### src/rtl/pipe_stage1.sv
// ============================================================================
// Module   : pipe_stage1
// Brief    : Instruction fetch stage; merges two-byte instructions into an
//            opcode word plus an aligned immediate.
// Revision : 1.0
// ============================================================================
`default_nettype none

module pipe_stage1 #(
    parameter int              ADDR_W   = 8,
    parameter logic [ADDR_W-1:0] RESET_PC = '0,
    parameter logic [7:0]      NOP      = 8'h00
) (
    input  logic              clk,
    input  logic              rst,
    input  logic              stall,
    input  logic              jump,
    input  logic [ADDR_W-1:0] jump_addr,
    output logic [ADDR_W-1:0] mem_addr,
    input  logic [7:0]        mem_data,
    output logic [7:0]        PipeOut,
    output logic [7:0]        Imm,
    output logic              ImmValid,
    output logic [ADDR_W-1:0] PC
);

    typedef enum logic [0:0] {
        FETCH_OP  = 1'b0,
        FETCH_IMM = 1'b1
    } state_t;

    state_t            r_state;
    logic [ADDR_W-1:0] r_pc;
    logic [7:0]        r_held;
    logic [7:0]        r_pipe_out;
    logic [7:0]        r_imm;
    logic              r_imm_valid;
    logic              w_is_imm;

    // adi 04-07, mvi 08-0F, sui 30-33 carry a trailing immediate byte
    assign w_is_imm = (mem_data[7:2] == 6'd1)  ||
                      (mem_data[7:3] == 5'd1)  ||
                      (mem_data[7:2] == 6'd12);

    always_ff @(posedge clk) begin
        if (rst) begin
            r_state     <= FETCH_OP;
            r_pc        <= RESET_PC;
            r_held      <= 8'h00;
            r_pipe_out  <= NOP;
            r_imm       <= 8'h00;
            r_imm_valid <= 1'b0;
        end else if (jump) begin
            r_state     <= FETCH_OP;
            r_pc        <= jump_addr;
            r_pipe_out  <= NOP;
            r_imm_valid <= 1'b0;
        end else if (!stall) begin
            r_pc <= r_pc + 1'b1;
            case (r_state)
                FETCH_OP: begin
                    r_imm_valid <= 1'b0;
                    if (w_is_imm) begin
                        r_held     <= mem_data;
                        r_pipe_out <= NOP;
                        r_state    <= FETCH_IMM;
                    end else begin
                        r_pipe_out <= mem_data;
                    end
                end
                FETCH_IMM: begin
                    r_imm       <= mem_data;
                    r_pipe_out  <= r_held;
                    r_imm_valid <= 1'b1;
                    r_state     <= FETCH_OP;
                end
                default: r_state <= FETCH_OP;
            endcase
        end
    end

    assign mem_addr = r_pc;
    assign PC       = r_pc;
    assign PipeOut  = r_pipe_out;
    assign Imm      = r_imm;
    assign ImmValid = r_imm_valid;

endmodule

`default_nettype wire

### config.mk
export PLATFORM = sky130hd
export DESIGN_NAME = pipe_stage1
export DESIGN_NICKNAME = d
export VERILOG_FILES = /design/src/rtl/pipe_stage1.sv
export SDC_FILE = /design/constraint.sdc
export NUM_CORES = 1
export LEC_CHECK = 0
export CAP_MARGIN = 20
export CORE_ASPECT_RATIO = 0.5
export CORE_MARGIN = 2
export CORE_UTILIZATION = 45
export DETAILED_ROUTE_END_ITERATION = 8
export PLACE_DENSITY = 0.85
export SLEW_MARGIN = 10
export SYNTH_ARGS = -nofsm -noshare
export SYNTH_HDL_FRONTEND = slang
export SYNTH_SLANG_ARGS = --single-unit
### constraint.sdc
create_clock -name clk -period 1.88 [get_ports clk]
set_clock_uncertainty 0.2 [all_clocks]
set_input_delay 0.188 -clock clk [delete_from_list [all_inputs] [get_ports clk]]
set_output_delay 0.188 -clock clk [all_outputs]
set_load 0.05 [all_outputs]
# After elaboration in Yosys (flattened, before gate mapping)
# Index checks and enable logic that the tools add are counted.
# totals
register_bits,34
input_bits,20
out_inout_bits,33
word_cells,26
# classes
n_mux,7
eq_ne,4
n_addsub,1
bitwise,3
n_reduce_logical,5
# ops
operator,count
$mux 8,3
$pmux 8 s2,1
$add 8x1->8 const B,1
$eq 6x1->1 const B,1
$eq 6x4->1 const B,1
$eq 5x1->1 const B,1
$pmux 1 s2,2
$reduce_and 4->1,1
$not 1->1,3
$reduce_and 3->1,1
$logic_or 1x1->1,2
$ne 2x1->1 const B,1
$reduce_or 2->1,1
$mux 1,1

# Longest topological paths before layout
# logic_depth
depth_word,5
depth_mapped,6
mapped_depth_nobuf,5

# Worst setup path after synthesis
# Ideal clock, no wire load.
# synth_timing
path_type,register to register
startpoint,"register r_pc[0], in the netlist PC[0]"
endpoint,"register r_pc[6], in the netlist PC[6]"
setup_time_ns,0.091
arrival_time_ns,1.607
t_required_ns,1.589
synth_period_minus_slack_ns,1.898
path_slack_ns,-0.018
stages_incl_launch_ff,5
cell_sequence,dfxtp_1 -> ha_1 -> nand2b_1 -> or3_1 -> a311oi_1
# synth_via
elab_chain_cells,3
# synth_lines
element,line_no,text
start: declaration,33,logic [ADDR_W-1:0] r_pc;
start signal: assignment,55,r_pc <= jump_addr;
start signal: assignment,59,r_pc <= r_pc + 1'b1;
$add 8x1->8,59,
$mux 8,58,end else if (!stall) begin
$mux 8,53,end else if (jump) begin
# No other way between the ends. The select of a mux whose other input is x is not followed.
# A chain may end at the register's enable or synchronous reset.

# Worst setup path after layout
# layout_timing
startpoint,"register r_imm[6], in the netlist Imm[6]"
endpoint,output port Imm[6]
# layout_lines
element,line_no,text
start: declaration,36,logic [7:0] r_imm;
start signal: assignment,72,r_imm <= mem_data;
end: declaration,22,"output logic [7:0] Imm,"
# No word-level cell between the ends.

==> out/metrics.yaml <==
cp_max_fo: 2
status: "finished clean"
final_hold_viol_count: 0
holdBufCountCts: 0
clk_latency_ns: 0.28
final_cell_area_um2: 2220
yosysWarnings: 0
reg2reg_to: "PC[4]"
min_path_type: "flop to flop"
start_util_pct: 46.2
dp_hpwl_um: 2730
slowest_stage: "clkdlybuf4s50_1"
grt_max_degree: 32
reg2reg_slack_ns: 0.28
cts_setup_buffers: 0
rr_worst_depth: 6
nets: 263
path_cells: "clkdlybuf4s50_1"
tightest_slew_ns: 0.509
synth-seq-area-share_pct: 43.8
routed_via_density: 5.16
yosysTopAreaCellShare_pct: 43.8
yosys-top-cells-area: "dfxtp_1, nand2_1, mux2i_1"
syn_nets: 203
grtUsageTotal_pct: 20.3
portBuffers: 52
synth_edf_count: 0
final_cell_mix: "buf_4, dfxtp_1, nand2_1"
period_needed_ns: 1.82
drt-pass1-iter-count: 4
pwr_density_cell_nw_per_um2: 778
ant_nets: 0
fmax_mhz: 548
cts_resized: 0
die_height_um: 45.5
via_count: 1472
path_delay_family: "buffers and inverters"
cp-start-kind: "flop"
cts_made_buffers: 5
cts.htree.levels: 2
die_x_um: 87.1
ir_drop_mv: 0.335
worstPathArrival_ns: 1.44
synth-seq-cells: 34
clkTransAtPathRegs_ns: 0.06
cts_tree: "built"
synthFlopType: "dfxtp_1"
worst_setup_path_end_kind: "primary output"
coreArea_um2: 3360
drt-initial-drc-count: 79
p_leak_nw: 0.859
setup-tns-final_ns: 0
r2r_start: "PC[0]"
finalCritPeriodShare_pct: 97.0
clockBufferDepth: 2
synth_area_per_cell_um2: 8.53
grt_pass1_vias: 1345
drive_gt1_share_pct: 22.2
synthArstFlopShare_pct: 0
yosysTopAreaCell: "dfxtp_1"
mostFrequentLayoutCell: "buf_4"
yosysUniqueCellTypes: 36
clockRootBuffer: "clkbuf_8"
drv_cap: 0
grt-ovfl-total: 0
gp_congestion: 0.817
dieArea_um2: 3960
setup_violations: 0
rsz0062_at_grt: "false"
antenna_found_initial: 0
worst-path-stages: 1
syn_inst: 182
final_max_slew_viol_count: 0
wl_per_cell_um: 13.6
rows: 15
grt_pass1_wl_um: 6070
ios: 53
syn_to_final_growth_pct: 42.8
syn_area_um2: 1550
critPathCapture: "Imm[6]"
drc: 0
power_mw: 1.72
crit_start: "Imm[6]"
cts_sinks: 34
slew_headroom_pct: 65.9
diodes: 0
crit_path_max_incr_delay_ns: 0.81
crit_required_ns: 1.49
dpl_cell_area_um2: 2110
routed_wl_um: 3870
crit_type: "flop to primary output"
path_buf_inv: 1
how the worst min path moves through the flow:
stage	to	startpoint	depth (start not counted)	slack, ns
after floorplan	PC[0]	jump_addr[0]	2	0.12
after global placement	Imm[6]	Imm[6]	2	0.24
after detailed placement	Imm[0]	Imm[0]	2	0.25
after CTS	PC[0]	jump_addr[0]	3	0.25
after global routing	PC[0]	jump_addr[0]	3	0.27
final	Imm[0]	Imm[0]	2	0.25
registers in the layout, summed over array words and instances (netlist names):
| register | count |
|---|---|
| Imm | 8 |
| ImmValid | 1 |
| PC | 8 |
| PipeOut | 8 |
| r_held | 8 |
| r_state | 1 |
per-layer routing:
metal | share of wire, % | global-route usage (%) | vias up
li1 | - | - | 739
met1 | 47 | 25.1 | 691
met2 | 48 | 33.9 | 35
met3 | 4.5 | 5.62 | 7
met4 | 1.2 | 9.38 | 0
met5 | 0 | 0 | -
synth_stat cells, drive strengths merged, types with 2 or more instances:
cell type   n
a211oi      3
a21oi      17
nand2b     12
nor3b       2
nand2      32
a22oi       4
nand3       3
buf        12
dfxtp      34
clkbuf      6
nor2       16
o21ai       2
nor3        4
o22ai       6
mux2i       9
xor2        2
xnor2       2
metrics by stage:
| step | hold slack (ns) | instances | utilization [%] | setup slack [ns] |
|---|---|---|---|---|
| after floorplan | 0.123 | 182 | - | 0.129 |
| after global routing | 0.265 | 285 | 66.0 | 0.00667 |
| after global placement | 0.244 | 277 | 62.8 | -0.0398 |
| after detailed placement | 0.247 | 277 | 62.8 | -0.103 |
| after CTS | 0.246 | 285 | 66.0 | 0.0341 |
| final | 0.253 | 285 | 66.0 | 0.0567 |
worst min-delay path: cells and delay by family, from the launching register on:
kind               cells  cell delay [ns]
and+or+nand+nor        1             0.05
AOI/OAI and AO/OA      1             0.05
DFF                    1             0.31
layout make-up:
type                            instances  area, um^2
Timing Repair Buffer                   71         616
Inverter                                1        3.75
Tap cell                               42        52.6
Multi-Input combinational cell        129         756
Fill cell                             263        1140
Clock buffer                            7        76.3
Clock inverter                          1        30.0
Sequential cell                        34         683
logic make-up (layout without fill, tap and decap cells):
group,count (synthesis),after routing,synth area share [%]
AOI/OAI and AO/OA,38,38,15.4
and+or+nand+nor,77,77,24.4
muxes,9,9,5.80
xor gates and xnor gates,4,4,2.26
adders and majority gates,1,1,0.806
DFF,34,34,43.8
buffers and inverters,19,80,7.49
power breakdown:
part | switching [mW] | internal [mW] | total, mW
logic | 0.185 | 0.126 | 0.311
registers | 0.0220 | 0.740 | 0.762
clock network | 0.255 | 0.396 | 0.651
total | 0.462 | 1.26 | 1.72
(Power assumes the default switching activity.)
